`src/rtl/fft_ctrl_pkg.sv`:
```
// Shared types and constants for the FFT stage-0/1 handoff control.
// State encodings, output-select codes and lane count.
package fft_ctrl_pkg;
   localparam int LANES = 16;
   localparam logic MUX_ADD = 1'b0;
   localparam logic MUX_SUB = 1'b1;

   typedef enum logic [1:0] {
      IDLE,
      FILL,
      CALC
   } in_state_t;

   typedef enum logic {
      O_IDLE,
      DRAIN
   } out_state_t;
endpackage

```
`src/rtl/fft_beat_cnt.sv`:
```
// Wrapping beat counter with clear and enable; clear+enable loads one.
// Width must match a power-of-two period so terminal count is all ones.
module fft_beat_cnt #(
   parameter int W = 4
) (
   input  logic         clk,
   input  logic         rst,
   input  logic         clr_i,
   input  logic         en_i,
   output logic [W-1:0] cnt_o,
   output logic         tc_o
);
   logic [W-1:0] cnt_q, cnt_d;

   always_comb begin
      cnt_d = cnt_q;
      if (clr_i) cnt_d = '0;
      if (en_i)  cnt_d = cnt_d + W'(1);
   end

   always_ff @(posedge clk) begin
      if (rst) cnt_q <= '0;
      else     cnt_q <= cnt_d;
   end

   assign cnt_o = cnt_q;
   assign tc_o  = &cnt_q;
endmodule

```
`src/rtl/fft_bfly01_ctrl.sv`:
```
// Stage-0 to stage-1 handoff sequencer: FILL, CALC, then DRAIN of sub results.
// Define FFT_BFLY01_STATUS_EN to add frame_cnt / abort_cnt status outputs.
module fft_bfly01_ctrl
   import fft_ctrl_pkg::*;
#(
   parameter  int BLK_CYCLES = 16,
   localparam int CNT_W      = $clog2(BLK_CYCLES)
) (
   input  logic             clk,
   input  logic             rst,
   input  logic             din_valid,
   input  logic             din_sop,
   output logic             buf_we,
   output logic [CNT_W-1:0] buf_addr,
   output logic             bfly_en,
   output logic             hold_we,
   output logic [CNT_W-1:0] hold_addr,
   output logic             mux_sel,
   output logic             dout_valid,
   output logic             dout_sop,
   output logic             dout_eop,
   output logic             busy,
   output logic             err_sync
`ifdef FFT_BFLY01_STATUS_EN
   ,
   output logic [15:0]      frame_cnt,
   output logic [7:0]       abort_cnt
`endif
);
   in_state_t  in_state_q, in_state_d;
   out_state_t out_state_q, out_state_d;

   logic             mux_sel_q, dout_valid_q, dout_sop_q;
   logic             dout_eop_q, busy_q, err_sync_q;
   logic [CNT_W-1:0] in_cnt, drain_cnt;
   logic             in_tc, drain_tc;

   logic v, sop;
   logic take_first, abort, bad_beat;
   logic fill_beat, calc_beat;
   logic drain_act, drain_start;

   assign v   = din_valid & ~rst;
   assign sop = v & din_sop;

   assign take_first = sop & (in_state_q == IDLE);
   assign abort      = sop & (in_state_q != IDLE);
   assign bad_beat   = v & ~din_sop & (in_state_q == IDLE);
   assign fill_beat  = v & ~din_sop & (in_state_q == FILL);
   assign calc_beat  = v & ~din_sop & (in_state_q == CALC);

   // A mid-frame sop kills any drain still in flight
   assign drain_act   = (out_state_q == DRAIN) & ~abort & ~rst;
   assign drain_start = calc_beat & in_tc;

   fft_beat_cnt #(.W(CNT_W)) u_in_cnt (
      .clk   (clk),
      .rst   (rst),
      .clr_i (abort),
      .en_i  (take_first | abort | fill_beat | calc_beat),
      .cnt_o (in_cnt),
      .tc_o  (in_tc)
   );

   fft_beat_cnt #(.W(CNT_W)) u_drain_cnt (
      .clk   (clk),
      .rst   (rst),
      .clr_i (abort),
      .en_i  (drain_act),
      .cnt_o (drain_cnt),
      .tc_o  (drain_tc)
   );

   assign buf_we    = take_first | abort | fill_beat;
   assign buf_addr  = (fill_beat | calc_beat) ? in_cnt : '0;
   assign bfly_en   = calc_beat;
   assign hold_we   = calc_beat;
   assign hold_addr = calc_beat ? in_cnt :
                      drain_act ? drain_cnt : '0;

   always_comb begin
      in_state_d = in_state_q;
      case (in_state_q)
         IDLE: if (take_first) in_state_d = FILL;
         FILL: begin
            if (abort)                   in_state_d = FILL;
            else if (fill_beat && in_tc) in_state_d = CALC;
         end
         CALC: begin
            if (abort)                   in_state_d = FILL;
            else if (calc_beat && in_tc) in_state_d = IDLE;
         end
         default: in_state_d = IDLE;
      endcase
      out_state_d = out_state_q;
      if (abort)                      out_state_d = O_IDLE;
      else if (drain_start)           out_state_d = DRAIN;
      else if (drain_act && drain_tc) out_state_d = O_IDLE;
   end

   always_ff @(posedge clk) begin
      if (rst) begin
         in_state_q   <= IDLE;
         out_state_q  <= O_IDLE;
         mux_sel_q    <= MUX_ADD;
         dout_valid_q <= 1'b0;
         dout_sop_q   <= 1'b0;
         dout_eop_q   <= 1'b0;
         busy_q       <= 1'b0;
         err_sync_q   <= 1'b0;
      end else begin
         in_state_q   <= in_state_d;
         out_state_q  <= out_state_d;
         dout_valid_q <= calc_beat | drain_act;
         dout_sop_q   <= calc_beat & (in_cnt == '0);
         dout_eop_q   <= drain_act & drain_tc;
         if (calc_beat)      mux_sel_q <= MUX_ADD;
         else if (drain_act) mux_sel_q <= MUX_SUB;
         busy_q     <= (in_state_d != IDLE) | (out_state_d != O_IDLE);
         err_sync_q <= err_sync_q | bad_beat | abort;
      end
   end

   assign mux_sel    = mux_sel_q;
   assign dout_valid = dout_valid_q;
   assign dout_sop   = dout_sop_q;
   assign dout_eop   = dout_eop_q;
   assign busy       = busy_q;
   assign err_sync   = err_sync_q;

`ifdef FFT_BFLY01_STATUS_EN
   logic [15:0] frame_cnt_q;
   logic [7:0]  abort_cnt_q;

   always_ff @(posedge clk) begin
      if (rst) begin
         frame_cnt_q <= '0;
         abort_cnt_q <= '0;
      end else begin
         if (drain_act && drain_tc)
            frame_cnt_q <= frame_cnt_q + 16'd1;
         if (abort && abort_cnt_q != 8'hFF)
            abort_cnt_q <= abort_cnt_q + 8'd1;
      end
   end

   assign frame_cnt = frame_cnt_q;
   assign abort_cnt = abort_cnt_q;
`endif
endmodule

```
`config.mk`:
```
export PLATFORM = sky130hd
export DESIGN_NAME = fft_bfly01_ctrl
export DESIGN_NICKNAME = d
export VERILOG_FILES = /design/src/rtl/fft_ctrl_pkg.sv /design/src/rtl/fft_beat_cnt.sv /design/src/rtl/fft_bfly01_ctrl.sv
export SDC_FILE = /design/constraint.sdc
export NUM_CORES = 1
export LEC_CHECK = 0
export CELL_PAD_IN_SITES_DETAIL_PLACEMENT = 0
export CELL_PAD_IN_SITES_GLOBAL_PLACEMENT = 1
export CORE_MARGIN = 1
export CORE_UTILIZATION = 33
export DETAILED_ROUTE_END_ITERATION = 6
export GPL_ROUTABILITY_DRIVEN = 0
export PLACE_DENSITY = 0.71
export SKIP_LAST_GASP = 1
export SLEW_MARGIN = 20
export SYNTH_ARGS = -nofsm -noshare
export SYNTH_HDL_FRONTEND = slang
export SYNTH_SLANG_ARGS = --single-unit
```
`constraint.sdc`:
```
create_clock -name clk -period 1.53 [get_ports clk]
set_input_delay 0.153 -clock clk [delete_from_list [all_inputs] [get_ports clk]]
set_output_delay 0.153 -clock clk [all_outputs]
set_load 0.02 [all_outputs]
```
==> flow_metrics.py, run 1 <==
metrics = {
    "clock_network": {
        "insertion_delay_ns": 0.28,
        "clock_sinks": 17,
        "cts_buffer_depth": 2,
        "clkTransAtPathRegs_ns": 0.09,
        "ctsRootBufferMaster": "clkbuf_4",
        "cts_tree": "yes",
        "cts_buffers": 3,
        "htreeDepth": 1,
        "postCtsHoldBufs": 0,
    },
    "synth": {
        "synth.distinct_cells": 41,
        "yosysTopAreaCell": "dfxtp_1",
        "async_flop_share_pct": 0,
        "syn_inst": 103,
        "synth.most_common_cell": "dfxtp_1",
        "synthTopCellsByCount": "dfxtp_1, nor2_1, nor2b_1",
        "ys.flop_type": "dfxtp_1",
        "synth_top_area_share_pct": 36.2,
        "synthTopCellsByArea": "dfxtp_1, nor2_1, nor2b_1",
        "ys_seq_area_share_pct": 36.2,
        "syn_nets": 109,
        "synth_edf_count": 0,
        "ys_ff_latch": 17,
        "yosysWarnings": 0,
        "syn_area_um2": 940,
        "syn_area_per_cell_um2": 9.12,
    },
    "worst_setup_path": {
        "endpoint_kind": "flip-flop",
        "max_stage_delay_ns": 0.38,
        "reg2reg_slack_ns": -0.09,
        "cp-start-kind": "flip-flop",
        "reg2regPathDepth": 6,
        "path_class": "flip-flop to flip-flop",
        "r2r_end": "busy$_SDFF_PP0_",
        "worstPathRequired_ns": 1.69,
        "crit_chain": "buf_4 > buf_4 > nand2b_4 > nor4_1 > or3_4 > or3_1",
        "critPathMostFrequentCell": "buf_4",
        "cpMaxStageDelayCell": "or3_4",
        "cp_max_fo": 4,
        "reg2reg_from": "in_state_q[1]$_SDFF_PP0_",
        "arrival_ns": 1.78,
    },
    "sta": {
        "worst_pin_slew_ns": 0.286,
        "rsz0062_at_grt": "yes",
        "clock_skew_ns": 0.00746,
        "finalHoldViolations": 0,
        "period_share_pct": 106,
        "hold_slack_ns": 0.342,
        "slew_viol_final": 0,
        "slew_headroom_pct": 80.8,
        "setup_slack_ns": -0.0888,
        "min_period_ns": 1.62,
        "setup_viol": 11,
        "fmaxAchievable_ghz": 0.618,
    },
    "place": {
        "hpwl_mm": 1.71,
        "placed_cells": 172,
        "place_ws_ns": -0.655,
        "io_buffers": 20,
    },
    "power": {
        "p_clk_share_pct": 27.3,
        "powerDensity_nw_per_um2": 591,
        "ir_drop_mv": 0.496,
        "power_frac_seq_pct": 55.6,
        "internal_power_w": 0.000625,
        "netSwitchingPower_w": 0.000201,
        "power_leakage_nw": 0.627,
        "swShare_pct": 24.4,
        "pwr-share-comb_pct": 17.1,
    },
    "global_routing": {
        "grt_pass1_vias": 811,
        "overflow": 0,
        "grt.total_usage_pct": 15.5,
        "grt_pass1_wl_mm": 3.71,
        "grt_max_degree": 13,
        "grt_antenna_before_repair": 0,
    },
    "final_layout": {
        "multi_input_area_um2": 582,
        "drive_gt1_share_pct": 42.2,
        "nNetsFinal": 154,
        "fillers": 257,
        "final-seq-area_um2": 343,
        "num_antenna_cells": 0,
        "syn_to_final_growth_pct": 48.7,
        "fin_util_pct": 54.0,
        "final-instance-count-excl-fill": 177,
    },
    "outcome": {
        "status": "complete, but fails checks",
        "violations": "setup timing",
    },
    "floorplanning": {
        "ios": 21,
        "core_um2": 2590,
        "placementRows": 18,
        "fp.dieW_um": 55.4,
        "initial_core_util_pct": 36.3,
        "die_y_um": 55.4,
        "die_area_um2": 3060,
    },
    "worst_hold_path": {
        "hp-start": "rst",
        "whs_endpoint": "u_in_cnt.cnt_o[2]$_SDFF_PP0_",
        "hold_path.class": "primary input to flip-flop",
        "hold_depth": 3,
    },
    "routing": {
        "drc": 0,
        "drt_iter0_drc": 16,
        "firstDrtPassIters": 4,
        "avgRoutedWirePerCell_um": 12.3,
        "vias_per_cell": 4.93,
        "num_vias": 873,
        "drt-total-wl_mm": 2.18,
        "detail-route-antenna-nets": 0,
    },
    "run": {
        "maxCapViolCount": 0,
    },
}
[placed cells by master, fill, tap and decap left out, types with 2 or more instances in the layout]
| cell type | synthesis | layout |
|---|---|---|
| buf_4 | 2 | 24 |
| dfxtp_1 | 17 | 15 |
| nor2_1 | 11 | 10 |
| buf_6 | 2 | 10 |
| clkdlybuf4s50_1 | 0 | 6 |
| nor2b_1 | 5 | 5 |
| inv_1 | 4 | 4 |
| o21ai_0 | 4 | 4 |
| and2_4 | 0 | 4 |
| nand2b_4 | 1 | 3 |
| a21oi_1 | 3 | 3 |
| a22o_1 | 3 | 3 |
| xnor2_1 | 3 | 3 |
| mux2i_1 | 3 | 3 |
| nor3_1 | 4 | 3 |
| clkbuf_4 | 0 | 3 |
| dlygate4sd2_1 | 0 | 3 |
| buf_2 | 0 | 3 |
| nor3_4 | 1 | 2 |
| o211ai_1 | 2 | 2 |
| a211oi_1 | 2 | 2 |
| nand2_1 | 2 | 2 |
| xor2_1 | 3 | 2 |
| and3_1 | 3 | 2 |
| ha_1 | 2 | 2 |
| dfxtp_2 | 0 | 2 |
[power by group through the flow]
stage | clock network (W) | registers (W) | logic, W
floorplan | 0 | 0.000475 | 0.0000678
global placement | 0 | 0.000467 | 0.000129
detailed placement | 0 | 0.000468 | 0.000131
CTS | 0.000240 | 0.000459 | 0.000140
global route | 0.000263 | 0.000460 | 0.000154
finish | 0.000226 | 0.000459 | 0.000141
[worst max-delay path by stage]
stage | from | slack (ns) | endpoint | depth (start not counted)
after floorplan | in_state_q[0]$_SDFF_PP0_ | 0.03 | hold_addr[1] | 5
after global placement | rst | -0.62 | hold_addr[1] | 7
after detailed placement | rst | -0.65 | hold_addr[3] | 7
after CTS | in_state_q[0]$_SDFF_PP0_ | -0.10 | hold_addr[3] | 5
after global routing | in_state_q[1]$_SDFF_PP0_ | -0.14 | busy$_SDFF_PP0_ | 6
final | in_state_q[1]$_SDFF_PP0_ | -0.09 | busy$_SDFF_PP0_ | 6
[sequential cells by signal, summed over array words and instances, names as in the netlist]
| name | count |
|---|---|
| err_sync | 1 |
| out_state_q | 1 |
| dout_valid | 1 |
| dout_sop | 1 |
| u_drain_cnt.cnt_o | 4 |
| mux_sel | 1 |
| busy | 1 |
| in_state_q | 2 |
| dout_eop | 1 |
| u_in_cnt.cnt_o | 4 |
[timing repair]
| action | CTS | global route |
|---|---|---|
| gates cloned | 0 | 0 |
| pin swaps | 4 | 1 |
| buffers inserted | 0 | 2 |
| hold endpoints to repair | 0 | 0 |
| setup endpoints to repair | 13 | 11 |
| gates resized for setup | 78 | 2 |
[layout make-up]
| type | count | area share, % |
|---|---|---|
| well taps | 30 | 2.69 |
| flip-flops and latches | 17 | 24.5 |
| inverters | 4 | 1.07 |
| clock buffers | 4 | 1.88 |
| repair buffers | 46 | 28.2 |
| multi-input cells | 76 | 41.6 |
[kinds of logic after synthesis]
kind of cell	after synthesis	synth area share (%)
flip-flops	17	36.2
adder cells (fa/ha/maj)	2	2.66
AO/OA/AOI/OAI	21	15.3
multiplexers	4	4.39
buffers and inverters	10	7.45
AND/OR/NAND/NOR	43	28.4
XOR/XNOR	6	5.59
[layer usage]
layer | track usage (%) | vias to the layer above | wire length, µm | part of all wire (%)
met2 | 26.2 | 16 | 1070 | 49
met1 | 19.2 | 410 | 1030 | 47
met5 | 0 | - | 0 | 0
met3 | 4.92 | 2 | 65 | 3.0
met4 | 3.21 | 0 | 10 | 0.46
li1 | - | 445 | - | -
[worst max-delay path: cells and delay by family (launching register included)]
| kind | cells | cell delay [ns] |
|---|---|---|
| buffers and inverters | 2 | 0.25 |
| AND/OR/NAND/NOR | 4 | 0.90 |
| flip-flops | 1 | 0.36 |
[stage by stage]
stage | power, W | area (µm²) | setup TNS, ns
global placement | 0.000597 | 1310 | -7.07
detailed placement | 0.000599 | 1310 | -7.60
CTS | 0.000839 | 1370 | -0.534
global route | 0.000877 | 1400 | -1.25
finish | 0.000826 | 1400 | -0.339
floorplan | 0.000542 | 940 | 0
Power figures use the tool's default switching activity.
==> run 2: changes to the inputs <==
==> config.mk (replaced) <==
export PLATFORM = sky130hd
export DESIGN_NAME = fft_bfly01_ctrl
export DESIGN_NICKNAME = d
export VERILOG_FILES = /design/src/rtl/fft_ctrl_pkg.sv /design/src/rtl/fft_beat_cnt.sv /design/src/rtl/fft_bfly01_ctrl.sv
export SDC_FILE = /design/constraint.sdc
export NUM_CORES = 1
export LEC_CHECK = 0
export CELL_PAD_IN_SITES_DETAIL_PLACEMENT = 1
export CELL_PAD_IN_SITES_GLOBAL_PLACEMENT = 2
export CORE_MARGIN = 1
export CORE_UTILIZATION = 26
export DETAILED_ROUTE_END_ITERATION = 6
export GPL_ROUTABILITY_DRIVEN = 0
export PLACE_DENSITY = 0.7
export SKIP_LAST_GASP = 1
export SLEW_MARGIN = 20
export SYNTH_ARGS = -nofsm -noshare
export SYNTH_HDL_FRONTEND = slang
export SYNTH_SLANG_ARGS = --single-unit
export TNS_END_PERCENT = 50
==> flow_metrics.py, run 2 (synthesized netlist as in run 1, its figures left out) <==
metrics = {
    "worst_setup_path": {
        "endpoint_kind": "primary output",
        "worstSetupEndpoint": "hold_addr[0]",
        "reg2reg_slack_ns": -0.03,
        "path_buf_inv": 3,
        "arrival_ns": 1.46,
        "path_delay_family": "buffers and inverters",
        "critPathMostFrequentCell": "buf_6",
        "cpMaxStageDelayCell": "dfxtp_2",
        "path_class": "flip-flop to primary output",
        "reg2regPathDepth": 5,
        "worstPathRequired_ns": 1.38,
        "critPathLaunch": "in_state_q[1]$_SDFF_PP0_",
        "r2r_end": "busy$_SDFF_PP0_",
        "cp_max_fo": 9,
        "path_depth": 6,
        "crit_chain": "buf_6 > nand2b_4 > nor3_4 > buf_6 > a22o_1 > buf_4",
        "max_stage_delay_ns": 0.37,
        "reg2reg_from": "in_state_q[1]$_SDFF_PP0_",
        "cp-start-kind": "flip-flop",
    },
    "sta": {
        "rsz0062_at_grt": "yes",
        "slew_headroom_pct": 81.8,
        "clock_skew_ns": 0.00249,
        "fmaxAchievable_ghz": 0.619,
        "fin_setup_tns_ns": -0.806,
        "min_period_ns": 1.62,
        "worst_pin_slew_ns": 0.270,
        "setup_viol": 13,
        "period_share_pct": 106,
        "finalHoldViolations": 0,
        "setup_slack_ns": -0.0860,
        "slew_viol_final": 0,
    },
    "global_routing": {
        "grt_antenna_before_repair": 0,
        "grt_pass1_wl_mm": 4.40,
        "grt.total_usage_pct": 14.3,
        "grt_pass1_vias": 960,
        "grt_max_degree": 13,
        "overflow": 0,
    },
    "final_layout": {
        "drive_gt1_share_pct": 40.1,
        "syn_to_final_growth_pct": 48.9,
        "design_area_um2": 1400,
        "fillers": 406,
        "final_common_cell": "buf_4",
        "num_antenna_cells": 0,
        "nNetsFinal": 154,
        "mostFrequentLayoutCells": "buf_4, dfxtp_1, nor2_1",
    },
    "floorplanning": {
        "fp.dieW_um": 62.1,
        "ios": 21,
        "placementRows": 21,
        "die_y_um": 62.1,
        "initial_core_util_pct": 27.7,
        "core_um2": 3390,
        "die_area_um2": 3860,
    },
    "worst_hold_path": {
        "hold_path.class": "primary input to flip-flop",
        "hp-start": "rst",
    },
    "clock_network": {
        "cts_buffer_depth": 2,
        "clock_sinks": 17,
        "htreeDepth": 1,
        "ctsRootBufferMaster": "clkbuf_4",
        "insertion_delay_ns": 0.28,
        "cts_buffers": 3,
        "postCtsHoldBufs": 0,
        "clkTransAtPathRegs_ns": 0.10,
        "cts_tree": "yes",
    },
    "routing": {
        "drt_iter0_drc": 15,
        "drt-total-wl_mm": 2.52,
        "detail-route-antenna-nets": 0,
        "firstDrtPassIters": 3,
        "vias_per_cell": 4.60,
        "avgRoutedWirePerCell_um": 13.0,
        "num_vias": 887,
        "drc": 0,
    },
    "run": {
        "maxCapViolCount": 0,
    },
    "place": {
        "hpwl_mm": 2.00,
        "io_buffers": 20,
        "dpl_cell_area_um2": 1340,
    },
    "outcome": {
        "status": "complete, but fails checks",
        "violations": "setup timing",
    },
    "power": {
        "power_leakage_nw": 0.621,
        "powerDensity_nw_per_um2": 601,
        "ir_drop_mv": 0.428,
    },
}
[run 2: how the worst min path moves through the flow]
stage / end / slack [ns] / cells after the start
finish: err_sync$_SDFF_PP0_ / 0.36 / 3
global route: u_in_cnt.cnt_o[0]$_SDFF_PP0_ / 0.37 / 3
CTS: err_sync$_SDFF_PP0_ / 0.36 / 3
detailed placement: err_sync$_SDFF_PP0_ / 0.45 / 2
global placement: err_sync$_SDFF_PP0_ / 0.44 / 2
floorplan: err_sync$_SDFF_PP0_ / 0.31 / 2
[run 2: metal layers]
metal	GRT usage, %	share of wire, %	wire length [µm]
met1	17.1	46	1150
met2	25.7	50	1260
met3	4.41	3.5	87
met4	1.74	0.68	17
met5	0	0	0
[run 2: layout make-up]
cell class | instances | area [µm²] | area share, %
clock buffer | 4 | 26.3 | 1.88
inverter | 4 | 15.0 | 1.07
multi-input combinational | 76 | 567 | 40.5
sequential | 17 | 343 | 24.5
tap | 46 | 57.6 | 4.11
timing repair buffer | 46 | 390 | 27.9
[run 2: power by group]
part           internal (W)  leakage, nW  switching [W]
combinational     0.0000741        0.467      0.0000716
clock              0.000101       0.0150       0.000135
sequential         0.000453        0.139     0.00000630
[run 2: worst reg2reg max path, cell delays in order, from the launching register on]
cell and delay [ns]:
dfxtp_2 0.37, buf_4 0.16, nand2b_1 0.13, nor4_1 0.06
or3_4 0.38, or3_1 0.35
[run 2: through the flow]
| stage | hold slack, ns | worst slack (ns) | total power (W) | std cells | util, % |
|---|---|---|---|---|---|
| after floorplan | 0.311 | 0.0286 | 0.000542 | 103 | - |
| final | 0.360 | -0.0860 | 0.000841 | 193 | 41.3 |
| after global routing | 0.373 | -0.195 | 0.000887 | 193 | 41.3 |
| after global placement | 0.436 | -0.632 | 0.000603 | 189 | 39.5 |
| after CTS | 0.358 | -0.147 | 0.000855 | 192 | 40.6 |
| after detailed placement | 0.452 | -0.654 | 0.000605 | 189 | 39.5 |
[run 2: timing repair]
action                     CTS  global route
gates resized for setup     62             5
pin swaps                    3             5
setup endpoints to repair   14            14
setup buffers                0             1
==> run 3: changes to the inputs <==
--- a/config.mk
+++ b/config.mk
@@ -8,10 +8,10 @@
 export CELL_PAD_IN_SITES_DETAIL_PLACEMENT = 1
 export CELL_PAD_IN_SITES_GLOBAL_PLACEMENT = 2
 export CORE_MARGIN = 1
-export CORE_UTILIZATION = 26
+export CORE_UTILIZATION = 31
 export DETAILED_ROUTE_END_ITERATION = 6
 export GPL_ROUTABILITY_DRIVEN = 0
-export PLACE_DENSITY = 0.7
+export PLACE_DENSITY = 0.78
 export SKIP_LAST_GASP = 1
 export SLEW_MARGIN = 20
 export SYNTH_ARGS = -nofsm -noshare
==> constraint.sdc (replaced) <==
create_clock -name clk -period 2 [get_ports clk]
set_input_delay 0.2 -clock clk [delete_from_list [all_inputs] [get_ports clk]]
set_output_delay 0.2 -clock clk [all_outputs]
set_load 0.02 [all_outputs]
==> flow_metrics.py, run 3 (synthesized netlist as in run 1, its figures left out) <==
metrics = {
    "final_layout": {
        "fin_util_pct": 47.0,
        "final-instance-count-excl-fill": 172,
        "final_common_cell": "buf_4",
        "final-seq-area_um2": 340,
        "mostFrequentLayoutCells": "buf_4, dfxtp_1, nor2_1, clkdlybuf4s50_1",
        "fillers": 340,
        "num_antenna_cells": 0,
        "design_area_um2": 1320,
        "nNetsFinal": 148,
        "drive_gt1_share_pct": 26.2,
        "syn_to_final_growth_pct": 40.3,
        "multi_input_area_um2": 539,
    },
    "power": {
        "powerDensity_nw_per_um2": 488,
        "swShare_pct": 27.2,
        "p_clk_share_pct": 30.3,
        "ir_drop_mv": 0.207,
        "power_frac_seq_pct": 54.4,
        "netSwitchingPower_w": 0.000175,
        "power_leakage_nw": 0.670,
        "pwr-share-comb_pct": 15.3,
        "internal_power_w": 0.000468,
    },
    "clock_network": {
        "post_cts.repair.setup_buffers": 0,
        "postCtsHoldBufs": 0,
        "htreeDepth": 1,
        "clock_sinks": 17,
        "insertion_delay_ns": 0.30,
        "clkTransAtPathRegs_ns": 0.11,
        "ctsRootBufferMaster": "clkbuf_4",
        "cts_tree": "yes",
        "cts_buffer_depth": 2,
        "cts_buffers": 3,
    },
    "worst_setup_path": {
        "path_class": "primary input to primary output",
        "cp-start-kind": "primary input",
        "path_delay_family": "buffers and inverters",
        "path_buf_inv": 3,
        "arrival_ns": 1.85,
        "worstPathRequired_ns": 1.80,
        "cpMaxStageDelayCell": "clkdlybuf4s50_1",
        "crit_chain": "clkdlybuf4s50_1 > nand2b_2 > nor3_4 > buf_4 > clkdlybuf4s50_1",
        "cp_max_fo": 9,
        "max_stage_delay_ns": 0.61,
        "endpoint_kind": "primary output",
        "critPathMostFrequentCell": "clkdlybuf4s50_1",
    },
    "global_routing": {
        "overflow": 0,
        "grt_max_degree": 13,
        "grt_pass1_wl_mm": 4.23,
        "grt.total_usage_pct": 16.9,
        "grt_antenna_before_repair": 0,
        "grt_pass1_vias": 907,
    },
    "sta": {
        "setup_slack_ns": -0.0469,
        "slew_headroom_pct": 82.3,
        "clock_skew_ns": 0.00750,
        "min_period_ns": 2.05,
        "fmaxAchievable_ghz": 0.489,
        "rsz0062_at_grt": "yes",
        "setup_viol": 1,
        "fin_setup_tns_ns": -0.0469,
        "slew_viol_final": 0,
        "period_share_pct": 102,
        "worst_pin_slew_ns": 0.262,
        "finalHoldViolations": 0,
    },
    "routing": {
        "avgRoutedWirePerCell_um": 14.1,
        "detail-route-antenna-nets": 0,
        "drc": 2,
        "drt-met1-wl_mm": 1.09,
        "firstDrtPassIters": 6,
        "num_vias": 893,
        "wl_met3_um": 93,
        "drt_iter0_drc": 15,
        "dr_wl_met2_mm": 1.22,
        "vias_per_cell": 5.19,
        "topRoutingLayerUsed": "met4",
        "drt-total-wl_mm": 2.43,
    },
    "floorplanning": {
        "core_um2": 2810,
        "ios": 21,
        "fp.dieW_um": 57.1,
        "die_area_um2": 3260,
        "placementRows": 19,
        "die_y_um": 57.1,
        "initial_core_util_pct": 33.5,
    },
    "run": {
        "maxCapViolCount": 0,
    },
    "outcome": {
        "violations": "DRC, setup timing",
        "status": "complete, but fails checks",
    },
    "place": {
        "dpl_cell_area_um2": 1270,
        "hpwl_mm": 1.91,
        "placed_cells": 168,
        "place_ws_ns": -0.277,
        "io_buffers": 20,
    },
    "worst_hold_path": {
        "hold_path.class": "flip-flop to flip-flop",
    },
}
-- run 3: cell count changes in the layout (fill, tap and decap cells not counted), moves of 2 or more --
cell,delta
clkdlybuf4s15_2,-2
dfxtp_2,-2
buf_6,-6
dlygate4sd2_1,+2
dlymetal6s2s_1,+4
clkdlybuf4s50_1,+5
buf_2,-3
dfxtp_1,+2
buf_4,-6
-- run 3: layout make-up --
class | count | share of cell area [%]
Clock buffer | 3 | 1.71
Clock inverter | 1 | 0.380
Inverter | 4 | 1.14
Multi-Input combinational cell | 76 | 40.9
Sequential cell | 17 | 25.8
Tap cell | 31 | 2.94
Timing Repair Buffer | 40 | 27.1
-- run 3: timing repair --
| action | in CTS | in global routing |
|---|---|---|
| setup endpoints to repair | 11 | 11 |
| pin swaps | 0 | 0 |
| gates resized for setup | 6 | 5 |
-- run 3: worst reg2reg max path: cells and delay by family (launching register included) --
family | cells | cell delay, ns
flip-flops | 1 | 0.37
AND/OR/NAND/NOR | 4 | 1.07
-- run 3: worst paths after layout --
path / from / cells after the start / slack (ns) / end
max: rst / 5 / -0.05 / bfly_en
min: err_sync$_SDFF_PP0_ / 2 / 0.45 / err_sync$_SDFF_PP0_
max reg2reg: u_in_cnt.cnt_o[3]$_SDFF_PP0_ / 4 / 0.45 / busy$_SDFF_PP0_
min reg2reg: err_sync$_SDFF_PP0_ / 2 / 0.45 / err_sync$_SDFF_PP0_
-- run 3: stage by stage --
step	total power [W]	hold WS [ns]
finish	0.000643	0.455
global route	0.000676	0.481
CTS	0.000652	0.458
detailed placement	0.000455	0.441
global placement	0.000452	0.432
floorplan	0.000415	0.358
-- run 3: layer usage --
layer / vias up / track usage [%]
met3: 2 / 3.17
li1: 435 / -
met5: - / 0
met1: 440 / 20.6
met2: 16 / 29.7
met4: 0 / 6.27
-- run 3: power groups by stage --
stage	Clock, W	Sequential, W	Combinational, W
after CTS	0.000202	0.000350	0.0000989
after global placement	0	0.000357	0.0000950
final	0.000195	0.000350	0.0000984
after global routing	0.000218	0.000351	0.000107
after floorplan	0	0.000363	0.0000519
after detailed placement	0	0.000358	0.0000967
